<file path="src/rtl/block_stream_emitter_pkg.sv">
// Shared types and constants for the block stream emitter.
package block_stream_pkg;

  typedef enum logic [1:0] {
    OP_OPEN  = 2'b00,
    OP_CLOSE = 2'b01,
    OP_IDENT = 2'b10,
    OP_FLUSH = 2'b11
  } op_e;

  typedef enum logic [1:0] {
    ST_IDLE  = 2'b00,
    ST_EMIT  = 2'b01,
    ST_FLUSH = 2'b10
  } state_e;

  localparam logic [7:0] CH_SPACE = 8'h20;
  localparam logic [7:0] CH_B     = 8'h62;
  localparam logic [7:0] CH_E     = 8'h65;
  localparam logic [7:0] CH_G     = 8'h67;
  localparam logic [7:0] CH_I     = 8'h69;
  localparam logic [7:0] CH_N     = 8'h6E;
  localparam logic [7:0] CH_D     = 8'h64;

  localparam logic [2:0] LEN_OPEN  = 3'd6;
  localparam logic [2:0] LEN_CLOSE = 3'd4;
  localparam logic [2:0] LEN_IDENT = 3'd2;

  // Token length in characters, leading space included; FLUSH emits " end".
  function automatic logic [2:0] tok_len(input op_e op);
    case (op)
      OP_OPEN:  return LEN_OPEN;
      OP_IDENT: return LEN_IDENT;
      default:  return LEN_CLOSE;
    endcase
  endfunction

  function automatic logic is_lower(input logic [7:0] c);
    return (c >= 8'h61) && (c <= 8'h7A);
  endfunction

endpackage

</file>
<file path="src/rtl/block_stream_emitter_if.sv">
// Command and character-stream handshakes of the emitter.
// master: command source / character sink; slave: the emitter.
interface block_stream_emitter_if;
  import block_stream_pkg::*;

  logic       cmd_valid;
  logic       cmd_ready;
  op_e        cmd_op;
  logic [7:0] cmd_char;
  logic       out_valid;
  logic       out_ready;
  logic [7:0] out_char;

  modport master (
    output cmd_valid, cmd_op, cmd_char, out_ready,
    input  cmd_ready, out_valid, out_char
  );

  modport slave (
    input  cmd_valid, cmd_op, cmd_char, out_ready,
    output cmd_ready, out_valid, out_char
  );
endinterface

</file>
<file path="src/rtl/block_stream_emitter_token_rom.sv">
// Character lookup for a token position; idx 0 is always the leading space.
module token_rom
  import block_stream_pkg::*;
#(
  parameter logic [7:0] IDENT_DEF = 8'h78
) (
  input  op_e        op_i,
  input  logic [2:0] idx_i,
  input  logic [7:0] ident_i,
  output logic [7:0] char_o
);

  // Per-op character table; non-lowercase identifiers are replaced.
  always_comb begin
    char_o = CH_SPACE;
    case (op_i)
      OP_OPEN: begin
        case (idx_i)
          3'd1:    char_o = CH_B;
          3'd2:    char_o = CH_E;
          3'd3:    char_o = CH_G;
          3'd4:    char_o = CH_I;
          3'd5:    char_o = CH_N;
          default: char_o = CH_SPACE;
        endcase
      end
      OP_IDENT: begin
        if (idx_i == 3'd1) char_o = is_lower(ident_i) ? ident_i : IDENT_DEF;
      end
      default: begin
        case (idx_i)
          3'd1:    char_o = CH_E;
          3'd2:    char_o = CH_N;
          3'd3:    char_o = CH_D;
          default: char_o = CH_SPACE;
        endcase
      end
    endcase
  end

endmodule

</file>
<file path="src/rtl/block_stream_emitter.sv">
// Serialises OPEN/CLOSE/IDENT/FLUSH commands into a space-separated
// begin/end character stream while tracking nesting depth.
// Optional macro CASE_MIX_EN: alternate letters are emitted uppercase.
module block_stream_emitter
  import block_stream_pkg::*;
#(
  parameter int         DEPTH_W   = 8,
  parameter logic [7:0] IDENT_DEF = 8'h78
) (
  input  logic                   clk,
  input  logic                   reset,
  block_stream_emitter_if.slave  bus,
  output logic [DEPTH_W-1:0]     depth,
  output logic                   balanced,
  output logic                   err
);

  localparam logic [DEPTH_W-1:0] DEPTH_MAX = '1;
  localparam logic [DEPTH_W-1:0] DEPTH_ONE = DEPTH_W'(1);

  state_e             state_q;
  op_e                op_q;
  logic [7:0]         id_q;
  logic [2:0]         idx_q;
  logic               out_valid_q;
  logic [7:0]         out_char_q;
  logic [DEPTH_W-1:0] depth_q, depth_d;
  logic               err_q, err_d, balanced_q;

  logic       acc, reject, xfer, last;
  logic [2:0] idx_nxt;
  logic [7:0] rom_char, nxt_char;

  assign bus.cmd_ready = (state_q == ST_IDLE);
  assign bus.out_valid = out_valid_q;
  assign bus.out_char  = out_char_q;
  assign depth         = depth_q;
  assign err           = err_q;
  assign balanced      = balanced_q;

  assign acc     = bus.cmd_valid && bus.cmd_ready;
  assign reject  = acc && (((bus.cmd_op == OP_CLOSE) && (depth_q == '0)) ||
                           ((bus.cmd_op == OP_OPEN)  && (depth_q == DEPTH_MAX)));
  assign xfer    = out_valid_q && bus.out_ready;
  assign last    = xfer && (idx_q == (tok_len(op_q) - 3'd1));
  assign idx_nxt = idx_q + 3'd1;

  token_rom #(.IDENT_DEF(IDENT_DEF)) u_rom (
    .op_i    (op_q),
    .idx_i   (idx_nxt),
    .ident_i (id_q),
    .char_o  (rom_char)
  );

`ifdef CASE_MIX_EN
  logic tog_q, tog_d;
  // Toggle advances on every transferred letter; the next letter sees it.
  assign tog_d    = tog_q ^ (xfer && (out_char_q != CH_SPACE));
  assign nxt_char = (tog_d && (rom_char != CH_SPACE)) ? (rom_char & 8'hDF) : rom_char;

  // Case-mix toggle register.
  always_ff @(posedge clk or posedge reset) begin
    if (reset) tog_q <= 1'b0;
    else       tog_q <= tog_d;
  end
`else
  assign nxt_char = rom_char;
`endif

  // Depth changes only once a token's last char has gone; FLUSH runs as CLOSE.
  always_comb begin
    depth_d = depth_q;
    if (last && (op_q == OP_OPEN))       depth_d = depth_q + DEPTH_ONE;
    else if (last && (op_q == OP_CLOSE)) depth_d = depth_q - DEPTH_ONE;
    err_d = err_q | reject;
  end

  // Depth, sticky error and balance flag registered together.
  always_ff @(posedge clk or posedge reset) begin
    if (reset) begin
      depth_q    <= '0;
      err_q      <= 1'b0;
      balanced_q <= 1'b1;
    end else begin
      depth_q    <= depth_d;
      err_q      <= err_d;
      balanced_q <= (depth_d == '0) && !err_d;
    end
  end

  // Command acceptance and character sequencing.
  always_ff @(posedge clk or posedge reset) begin
    if (reset) begin
      state_q     <= ST_IDLE;
      op_q        <= OP_OPEN;
      id_q        <= 8'h00;
      idx_q       <= 3'd0;
      out_valid_q <= 1'b0;
      out_char_q  <= CH_SPACE;
    end else begin
      case (state_q)
        ST_IDLE: begin
          if (acc && !reject) begin
            if (bus.cmd_op == OP_FLUSH) begin
              if (depth_q != '0) begin
                state_q     <= ST_FLUSH;
                op_q        <= OP_CLOSE;
                idx_q       <= 3'd0;
                out_valid_q <= 1'b1;
                out_char_q  <= CH_SPACE;
              end
            end else begin
              state_q     <= ST_EMIT;
              op_q        <= bus.cmd_op;
              id_q        <= bus.cmd_char;
              idx_q       <= 3'd0;
              out_valid_q <= 1'b1;
              out_char_q  <= CH_SPACE;
            end
          end
        end
        ST_EMIT, ST_FLUSH: begin
          if (last) begin
            idx_q      <= 3'd0;
            out_char_q <= CH_SPACE;
            // Another " end" follows only while depth stays above zero.
            if (!((state_q == ST_FLUSH) && (depth_q > DEPTH_ONE))) begin
              out_valid_q <= 1'b0;
              state_q     <= ST_IDLE;
            end
          end else if (xfer) begin
            idx_q      <= idx_nxt;
            out_char_q <= nxt_char;
          end
        end
        default: state_q <= ST_IDLE;
      endcase
    end
  end

endmodule

</file>
<file path="src/flat_wrapper.sv">
// flat-port wrapper written by rule: the top's interface ports become plain ports
module block_stream_emitter_flat import block_stream_pkg::*;
#(
  parameter int         DEPTH_W   = 8,
  parameter logic [7:0] IDENT_DEF = 8'h78
)
  (clk, reset, depth, balanced, err, bus_cmd_valid, bus_cmd_op, bus_cmd_char, bus_out_ready, bus_cmd_ready, bus_out_valid, bus_out_char);
  block_stream_emitter_if bus_i ();
  input  logic clk;
  input  logic reset;
  output logic [DEPTH_W-1:0] depth;
  output logic balanced;
  output logic err;
  input wire logic [$bits(bus_i.cmd_valid)-1:0] bus_cmd_valid;
  input wire logic [$bits(bus_i.cmd_op)-1:0] bus_cmd_op;
  input wire logic [$bits(bus_i.cmd_char)-1:0] bus_cmd_char;
  input wire logic [$bits(bus_i.out_ready)-1:0] bus_out_ready;
  output wire logic [$bits(bus_i.cmd_ready)-1:0] bus_cmd_ready;
  output wire logic [$bits(bus_i.out_valid)-1:0] bus_out_valid;
  output wire logic [$bits(bus_i.out_char)-1:0] bus_out_char;
  assign bus_i.cmd_valid = bus_cmd_valid;
  assign bus_i.cmd_op = bus_cmd_op;
  assign bus_i.cmd_char = bus_cmd_char;
  assign bus_i.out_ready = bus_out_ready;
  assign bus_cmd_ready = bus_i.cmd_ready;
  assign bus_out_valid = bus_i.out_valid;
  assign bus_out_char = bus_i.out_char;
  block_stream_emitter #(.DEPTH_W(DEPTH_W), .IDENT_DEF(IDENT_DEF)) u_core (.clk(clk), .reset(reset), .bus(bus_i), .depth(depth), .balanced(balanced), .err(err));
endmodule
</file>
<file path="config.mk">
export PLATFORM = sky130hd
export DESIGN_NAME = block_stream_emitter_flat
export DESIGN_NICKNAME = d
export VERILOG_FILES = /design/src/rtl/block_stream_emitter_pkg.sv /design/src/rtl/block_stream_emitter_if.sv /design/src/rtl/block_stream_emitter_token_rom.sv /design/src/rtl/block_stream_emitter.sv /design/src/flat_wrapper.sv
export SDC_FILE = /design/constraint.sdc
export NUM_CORES = 1
export LEC_CHECK = 0
export CAP_MARGIN = 0
export CORE_ASPECT_RATIO = 1.25
export CORE_MARGIN = 2
export CORE_UTILIZATION = 59
export CTS_CLUSTER_DIAMETER = 120
export DETAILED_ROUTE_END_ITERATION = 7
export PLACE_DENSITY = 0.95
export REMOVE_ABC_BUFFERS = 1
export SETUP_SLACK_MARGIN = 0.4
export SLEW_MARGIN = 20
export SYNTH_ARGS = -nofsm -noshare
export SYNTH_HDL_FRONTEND = slang
export SYNTH_HIERARCHICAL = 1
export SYNTH_SLANG_ARGS = --single-unit
</file>
<file path="constraint.sdc">
create_clock -name clk -period 5.9 [get_ports clk]
set_input_delay 1.18 -clock clk [delete_from_list [all_inputs] [get_ports clk]]
set_output_delay 1.18 -clock clk [all_outputs]
set_load 0.02 [all_outputs]
</file>
==> results of run 1 <==
[final timing paths]
kind | slack [ns] | end | startpoint
max | 2.95 | u_core/idx_q[0] | bus_cmd_op[0]
min | 0.51 | u_core/bus.out_char[5] | u_core/bus.out_char[5]
max reg2reg | 3.38 | u_core/idx_q[2] | u_core/op_q[0]
min reg2reg | 0.51 | u_core/bus.out_char[5] | u_core/bus.out_char[5]
max in group asynchronous | 4.26 | u_core/bus.out_char[5] | reset
min in group asynchronous | 1.29 | u_core/err | reset
[layer usage]
layer	vias to the layer above	wire, um
met5	-	0
met4	0	132
met3	14	261
met2	64	2530
met1	949	2100
li1	925	-
[cells in the final DEF (no fill, tap or decap), drive strengths merged, types with 3 or more instances in the layout]
| cell type | count |
|---|---|
| or4 | 3 |
| nand3b | 4 |
| nand3 | 3 |
| mux2i | 4 |
| clkbuf | 8 |
| nor3 | 6 |
| nor4b | 5 |
| a22oi | 3 |
| a22o | 9 |
| nor3b | 4 |
| nor4bb | 3 |
| nand2b | 3 |
| dfrtp | 32 |
| and2 | 3 |
| o41ai | 3 |
| clkdlybuf4s50 | 33 |
| nand4b | 4 |
| a211oi | 5 |
| ha | 7 |
| nand2 | 12 |
| inv | 11 |
| nor4 | 7 |
| o21ai | 7 |
| nor2 | 14 |
| o21a | 3 |
| a21oi | 4 |
| nand4 | 3 |
| xnor2 | 5 |
| o31ai | 4 |
| mux2 | 9 |
[cells by family (layout without fill, tap and decap cells)]
family                   count (synthesis)  after routing  synth area share (%)
AND/OR/NAND/NOR                         90             90                  25.8
buffers and inverters                   23             54                  5.27
flip-flops                              34             34                  37.1
multiplexers                            13             13                  6.14
AO/OA/AOI/OAI                           54             54                  18.6
other                                    2              2                 0.326
XOR/XNOR                                 7              7                  2.99
adder cells (fa/ha/maj)                  7              7                  3.80
[Yosys cell counts, types with 2 or more instances]
library cell	count
xnor2_1	5
o31ai_1	4
a211oi_1	4
nor3b_1	3
nand2b_1	2
dfrtp_1	32
clkbuf_1	3
o41ai_2	2
nand2_1	12
mux2i_1	4
nand4b_1	4
nand4_1	3
nand3_1	3
or4_1	2
o21a_1	3
nor2b_1	2
nor4_1	7
a21oi_1	4
inv_1	11
a211o_1	2
nor2_1	14
nor4b_1	5
and2_1	3
or2_2	2
conb_1	2
a22oi_1	3
or3_1	2
o21bai_1	2
a22o_1	9
nor4bb_1	3
nand3b_1	4
buf_4	2
o21ai_0	7
buf_2	4
nor3_1	6
o2bb2ai_1	2
buf_6	3
ha_1	7
mux2_2	9
dfstp_2	2
and4b_1	2
[power breakdown]
part	switching (uW)	leakage [uW]	total [uW]	internal, uW
sequential	141	0.000432	469	328
clock	83.0	0.0000455	178	95.2
combinational	374	0.000657	733	359
total	597	0.00113	1380	782
[flip-flops by register name (all words and copies together), names as in the netlist]
register / cells
u_core/bus.out_char: 8
u_core/op_q: 2
u_core/bus.out_valid: 1
u_core/id_q: 8
u_core/idx_q: 3
u_core/depth: 8
u_core/balanced: 1
u_core/err: 1
u_core/state_q: 2
[cell type report]
type                    count  area share (%)
multi-input cells         173            49.0
flip-flops and latches     34            31.5
repair buffers             35            12.8
clock buffers               8            3.33
well taps                  40            1.85
inverters                  11            1.52
[per-stage QoR]
stage / total power, uW / cells / hold slack (ns) / utilization (%)
2_1_floorplan: 949 / 218 / 0.495 / -
3_3_place_gp: 1160 / 293 / 0.469 / 69.7
3_5_place_dp: 1190 / 293 / 0.484 / 69.7
4_1_cts: 1370 / 301 / 0.502 / 72.1
5_1_grt: 1460 / 301 / 0.529 / 72.1
6_report: 1380 / 301 / 0.507 / 72.1
[tightest hold or removal path, stage by stage (launching register included)]
cell and delay [ns]:
dfstp_2 0.37, inv_1 0.05, a22oi_1 0.07
==> metrics.md, run 1 <==
| Metric | Value |
|---|---|
| Lkg Pwr | 0.00113 uW |
| Port-buffer cells | 33 |
| Area of the multi-input gates | 1330 um^2 |
| DR vias | 1952 |
| Worst r2r path cells | 5 |
| Post-synthesis cell area | 2300 um^2 |
| Routed wire per std cell | 16.7 um |
| Buf+Inv Stages, Crit Path | 1 |
| Worst vdd ir | 0.271 mV |
| Num Clock Sinks | 34 |
| Slowest stage delay, CP | 0.59 ns |
| Gr usage total | 25.4% |
| Final setup vio count | 0 |
| Initial antenna violation count | 0 |
| Cell breakdown of the critical path | clkdlybuf4s50_1 > nand4b_1 > nor2_1 > o211a_1 > or3_1 > mux2_2 |
| Final Max Slew Viols | 0 |
| Final WS setup | 2.95 ns |
| Setup TNS | 0 ns |
| Final hold vios | 0 |
| DRT Pass-1 Iters | 4 |
| MaxCap Viol Count | 0 |
| Pin count of the biggest net entering global routing | 35 |
| Clock transition at path regs | 0.07 ns |
| Fin nets | 281 |
| Cells after Synth | 230 |
| Number of synthesized register bits | 34 |
| Antenna-violating nets left | 0 |
| Die H | 73.8 um |
| Top delay family on crit path | simple AND/OR/NAND/NOR gates |
| HP Class | reg -> reg |
| Fmax | 0.339 GHz |
| Cell taking the most area after synthesis | dfrtp_1 |
| Storage cell area | 853 um^2 |
| I/O pins | 34 |
| Post-cts sizing count | 0 |
| Final WL | 5030 um |
| Setup Crit Path Kind | in -> reg |
| First-pass GRT wire length | 8390 um |
| DRT iter0 DRCs | 164 |
| Core box area | 3750 um^2 |
| Distinct cell type count after synthesis | 66 |
| Post-synth ARST share | 100% |
| Register area share after synthesis | 37.1% |
| Hold_buf cts | 0 |
| WHS Path Cells | 2 |
| Worst Path Arrival | 3.12 ns |
| Num rows | 25 |
| Slew @ Worst Pin | 0.766 ns |
| Fill cell count | 259 |
| CP required | 6.07 ns |
| Area growth syn-to-layout | 17.6% |
| Share of layout cells above drive strength 1 | 12.6% |
| Clock tree buffer depth | 2 |
| Final Wtd Congestion | 0.910 |
| Warnings, synthesis | 6 |
| Area after DPL | 2620 um^2 |
| Die X | 59.9 um |
| Power Density | 510 nW/um^2 |
| Number of remaining DRC errors | 0 |
| Grt met2 use | 41.7% |
| Skew final | 0.0117 ns |
| Syn Area/Cell | 10.0 um^2 |
| Critical path endpoint category | flop |
| Met1 Resource Use GR | 31.0% |
| GR Util met3 | 5.63% |
| Top_reg_cell synth | dfrtp_1 |
| Detail Placement HPWL | 3610 um |
| CTS tree | done |
| Clk Latency, worst-skew pair | 0.29 ns |
| Vias per cell | 6.49 |
| CP max stage cell | clkdlybuf4s50_1 |
| Tmin final | 2.95 ns |
| Final Cell Area | 2710 um^2 |
| Synth top area share | 34.8% |
| H-tree levels | 2 |
| Period utilization | 50.0% |
| Die area | 4420 um^2 |
| GR peak layer | met2 |
| Critical Path Start Type | primary input |
| Vias in the first global route | 1883 |
| Synth area leaders | dfrtp_1 (35%), mux2_2 (4.4%), ha_1 (3.8%) |
| Worst slack at placement | 2.67 ns |
| # diodes | 0 |
| Critical path depth | 6 |
| Global route total overflow | 0 |
| RSZ-0062 raised after global routing | false |
| Post-CTS setup buffer count | 0 |
| CTS buffer count | 5 |
| Critical Path Fanout Max | 10 |
| Outcome | finished clean |
| Max_slew headroom | 49.0% |
| Number of synthesized flops with an enable pin | 0 |
| Starting Density | 61.3% |
| CTS Root Cell | clkbuf_8 |
(Power assumes the default switching activity.)
==> inputs of run 2 (changes only) <==
CORE_UTILIZATION = 49   (was 59)
PLACE_DENSITY = 0.85   (was 0.95)
clock period = 2.6 ns   (was 5.9 ns; I/O delays follow)
==> run 2 against run 1 <==
Via count is 3.0% higher. Combinational power increased to 2.6 times the previous value. Critical path depth is 1 lower. Die area grew 19%. Register-to-register slack lost 2.9 ns. Flip-flop and latch count stayed put. Hold slack got worse by 0.011 ns. Critical endpoint is now u_core/idx_q[2].
==> metrics.md, run 2 (synthesized netlist as in run 1, its figures left out) <==
| Metric | Value |
|---|---|
| Outcome | finished clean |
| MaxCap Viol Count | 0 |
| Critical Path Start Type | flop |
| DRT Pass-1 Iters | 4 |
| H-tree levels | 2 |
| Clock network fraction of total power | 14.3% |
| Post-Place Cells | 319 |
| Die X | 65.3 um |
| Num rows | 27 |
| Tmin final | 2.16 ns |
| Area growth syn-to-layout | 28.2% |
| CTS tree | done |
| Number of remaining DRC errors | 0 |
| Final WS setup | 0.439 ns |
| P_sw | 1440 uW |
| Period utilization | 83.1% |
| Worst vdd ir | 0.688 mV |
| Final hold vios | 0 |
| Final Wtd Congestion | 0.876 |
| Die area | 5270 um^2 |
| Clock tree buffer depth | 2 |
| Worst Path Arrival | 2.36 ns |
| Antenna-violating nets left | 0 |
| Final WL | 5470 um |
| HP Class | reg -> reg |
| Port-buffer cells | 33 |
| First-pass GRT wire length | 8700 um |
| DRT iter0 DRCs | 117 |
| Vias per cell | 6.02 |
| Worst slack at placement | 0.0424 ns |
| Non-Filler Instances | 334 |
| Most frequent cells in the layout | clkdlybuf4s50_1 (32), dfrtp_1 (28), buf_4 (16), nor2_1 (14), nand2_1 (12) |
| Gr usage total | 21.5% |
| Routed wire per std cell | 16.4 um |
| Skew final | 0.0161 ns |
| Setup Crit Path Kind | reg -> reg |
| Most common cell after layout, fill and taps aside | clkdlybuf4s50_1 |
| Share of layout cells above drive strength 1 | 23.9% |
| Fin nets | 296 |
| Critical path endpoint category | flop |
| Detail Placement HPWL | 3710 um |
| Initial antenna violation count | 0 |
| Die H | 80.6 um |
| Clock transition at path regs | 0.08 ns |
| Hold_buf cts | 0 |
| Final setup vio count | 0 |
| Final Max Slew Viols | 0 |
| RSZ-0062 raised after global routing | true |
| Critical Path Fanout Max | 12 |
| Vias in the first global route | 1882 |
| Starting Density | 51.6% |
| CP required | 2.79 ns |
| CTS Root Cell | clkbuf_8 |
| Power Density | 1160 nW/um^2 |
| CTS buffer count | 5 |
| I/O pins | 34 |
| Global route total overflow | 0 |
| Num Clock Sinks | 34 |
| Clk Latency, worst-skew pair | 0.30 ns |
| Lkg Pwr | 0.00122 uW |
| Setup TNS | 0 ns |
| Core Util, Final | 66.2% |
| Switching Fraction | 42.2% |
| Fmax | 0.463 GHz |
| Logic pwr share | 55.5% |
| Core box area | 4460 um^2 |
| Pin count of the biggest net entering global routing | 35 |
| Reg power frac | 30.2% |
| Fill cell count | 375 |
| DR vias | 2011 |
| Internal Power | 1970 uW |
| # diodes | 0 |
run 2: path summary, 6_finish.rpt:
check	start	slack (ns)	depth (start not counted)	to
max	u_core/op_q[1]	0.44	5	u_core/idx_q[2]
min reg2reg	u_core/bus.out_char[5]	0.50	2	u_core/bus.out_char[5]
max reg2reg	u_core/op_q[1]	0.44	5	u_core/idx_q[2]
min	u_core/bus.out_char[5]	0.50	2	u_core/bus.out_char[5]
min in group asynchronous	reset	0.61	3	u_core/bus.out_valid
max in group asynchronous	reset	1.64	3	u_core/op_q[0]
run 2: layout make-up:
cell class              count  area (um^2)  area share, %
repair buffers             50          460           15.6
clock buffers               7         76.3           2.59
multi-input cells         173         1410           47.8
flip-flops and latches     34          858           29.1
clock inverters             1         30.0           1.02
well taps                  58         72.6           2.46
inverters                  11         41.3           1.40
run 2: power groups by stage:
| stage | Combinational, uW | Clock (uW) | Sequential [uW] |
|---|---|---|---|
| 2_1_floorplan | 1040 | 0 | 1120 |
| 3_3_place_gp | 1710 | 0 | 1010 |
| 3_5_place_dp | 1740 | 0 | 1020 |
| 4_1_cts | 1760 | 502 | 1010 |
| 5_1_grt | 2030 | 525 | 1070 |
| 6_report | 1890 | 488 | 1030 |
run 2: per-layer routing:
metal / wire length [um] / GRT usage (%) / up-vias
met3: 287 / 5.18 / 15
li1: - / - / 953
met4: 161 / 8.33 / 0
met1: 2290 / 26.5 / 971
met2: 2720 / 36.0 / 72
met5: 0 / 0 / -
run 2: worst max-delay path, stage by stage, from the launching register on:
cell and delay, ns:
dfrtp_1 0.54, o21a_1 0.30, o41ai_4 0.38, nor2_1 0.07, or4_1 0.53, a22o_1 0.22
run 2: metrics by stage:
stage                     total power [uW]  hold slack [ns]  instance area (um^2)
after floorplan                       2150            0.495                  2220
after global placement                2720            0.470                  2700
after detailed placement              2760            0.478                  2700
after CTS                             3270            0.499                  2820
after global routing                  3630            0.528                  2950
final                                 3410            0.496                  2950
run 2: repair_timing:
action | CTS | global route
buffers inserted | 0 | 7
setup endpoints to repair | 10 | 23
gates resized for setup | 4 | 18
pin swaps | 2 | 6
==> inputs of run 3 (changes only) <==
clock period = 1.8 ns   (was 2.6 ns; I/O delays follow)
==> run 3 against run 2 <==
The flow now finishes with violations (setup timing). Design area increased by 35%. Final cell count grew 26%. Combinational power grew to 2.5 times the previous value. First-iteration DRC count rose to 2.6 times the previous value. Critical path depth up 3. Register-to-register slack got worse by 0.88 ns. Critical path type unchanged.
==> metrics.md, run 3 (synthesized netlist as in run 1, its figures left out) <==
| Metric | Value |
|---|---|
| Final Max Slew Viols | 0 |
| Cell breakdown of the critical path | inv_2 > ha_4 > nor3b_4 > buf_4 > nand4_1 > a21boi_4 > or4_4 > a22o_1 |
| Global route total overflow | 0 |
| Storage cell area | 863 um^2 |
| Most common cell after layout, fill and taps aside | buf_4 |
| Final Wtd Congestion | 0.927 |
| Area growth syn-to-layout | 73.2% |
| First-pass GRT wire length | 14000 um |
| DR vias | 2735 |
| Clock transition at path regs | 0.08 ns |
| Tmin final | 2.24 ns |
| CTS buffer count | 5 |
| Final Cell Area | 3990 um^2 |
| Antenna-violating nets left | 0 |
| Die area | 5270 um^2 |
| Final hold vios | 0 |
| Setup Crit Path Kind | reg -> reg |
| Lkg Pwr | 0.00183 uW |
| Critical Path Start Type | flop |
| Worst Path Arrival | 2.41 ns |
| Area of the multi-input gates | 1730 um^2 |
| Gr usage total | 35.6% |
| Power Density | 1720 nW/um^2 |
| Logic pwr share | 69.3% |
| Vias per cell | 6.50 |
| CP max stage cell | or4_4 |
| DRT Pass-1 Iters | 6 |
| Num rows | 27 |
| Reg power frac | 21.5% |
| Worst vdd ir | 1.24 mV |
| Design Power | 6870 uW |
| Fin nets | 382 |
| Fill cell count | 183 |
| Starting Density | 51.6% |
| Internal Power | 3860 uW |
| Number of remaining DRC errors | 0 |
| Port-buffer cells | 33 |
| MaxCap Viol Count | 0 |
| Skew final | 0.0111 ns |
| Failing checks | setup timing |
| Die X | 65.3 um |
| Critical path endpoint category | flop |
| CTS tree | done |
| Slowest stage delay, CP | 0.52 ns |
| Final WS setup | -0.441 ns |
| Num Clock Sinks | 34 |
| Share of layout cells above drive strength 1 | 54.7% |
| HP Class | in -> async |
| Vias in the first global route | 2847 |
| Detail Placement HPWL | 4890 um |
| Die H | 80.6 um |
| Outcome | finished, violations left |
| Fmax | 0.446 GHz |
| Hold_buf cts | 0 |
| Pin count of the biggest net entering global routing | 35 |
| CP required | 1.97 ns |
| P_sw | 3010 uW |
| CTS Root Cell | clkbuf_8 |
| H-tree levels | 2 |
| Most frequent cells in the layout | buf_4 (76), buf_6 (32), dfrtp_1 (24) |
| Max_slew headroom | 62.3% |
| Period utilization | 124% |
| Clock tree buffer depth | 2 |
| Routed wire per std cell | 23.8 um |
| RSZ-0062 raised after global routing | true |
| Hold WS | 0.460 ns |
| Slew @ Worst Pin | 0.560 ns |
| Clk Latency, worst-skew pair | 0.30 ns |
| Switching Fraction | 43.8% |
| Clock network fraction of total power | 9.2% |
| DRT iter0 DRCs | 301 |
| Area after DPL | 3190 um^2 |
| Final WL | 10000 um |
| Critical Path Fanout Max | 5 |
| Core box area | 4460 um^2 |
| Initial antenna violation count | 1 |
| Final setup vio count | 29 |
| I/O pins | 34 |
==> run 3: critical path: cells and delay by family (launching register included) <==
family	cells	cell delay, ns
AO/OA/AOI/OAI	2	0.42
adder cells (fa/ha/maj)	1	0.16
buffers and inverters	2	0.23
flip-flops	1	0.42
AND/OR/NAND/NOR	3	0.86
==> run 3: path summary, 6_finish.rpt <==
check	from	endpoint	slack (ns)	cells after the start
max	u_core/depth[1]	u_core/idx_q[2]	-0.44	8
min in group clk	u_core/err	u_core/err	0.50	1
max in group asynchronous	reset	u_core/bus.out_char[5]	0.96	3
min reg2reg	u_core/err	u_core/err	0.50	1
max reg2reg	u_core/depth[1]	u_core/idx_q[2]	-0.44	8
min	reset	u_core/idx_q[0]	0.46	3
==> run 3: per-stage QoR <==
stage               TNS, ns  utilization [%]  instances  setup WS (ns)
floorplan            -12.89                -        218         -0.856
global placement     -10.03             71.4        382         -0.532
detailed placement   -11.50             71.4        382         -0.626
CTS                   -5.29             83.8        412         -0.253
global route         -10.57             89.4        420         -0.548
finish                -7.94             89.4        421         -0.441
==> run 3: power by group through the flow <==
stage | registers, uW | clock network, uW | logic (uW)
floorplan | 1610 | 0 | 1500
global placement | 1370 | 0 | 3180
detailed placement | 1390 | 0 | 3300
CTS | 1400 | 612 | 3970
global route | 1520 | 661 | 4990
finish | 1480 | 629 | 4760
==> run 3: routing by layer <==
metal | vias up | global-route usage [%] | wire length [um]
li1 | 1135 | - | -
met1 | 1316 | 36.8 | 3570
met2 | 201 | 63.4 | 5000
met3 | 83 | 7.84 | 725
met4 | 0 | 24.0 | 731
met5 | - | 0 | 0
==> run 3: cell type report <==
type	count	area share, %
diodes	1	0.0628
clock buffers	7	2.17
clock inverters	1	0.126
inverters	11	1.04
multi-input cells	174	43.4
flip-flops and latches	34	21.7
well taps	58	1.82
repair buffers	135	29.7
==> run 3: repair_timing <==
item / 4_1_cts / 5_1_grt
pin swaps: 37 / 22
setup endpoints to repair: 54 / 48
resized for setup: 129 / 50
gates cloned: 1 / 0
buffers inserted: 21 / 8
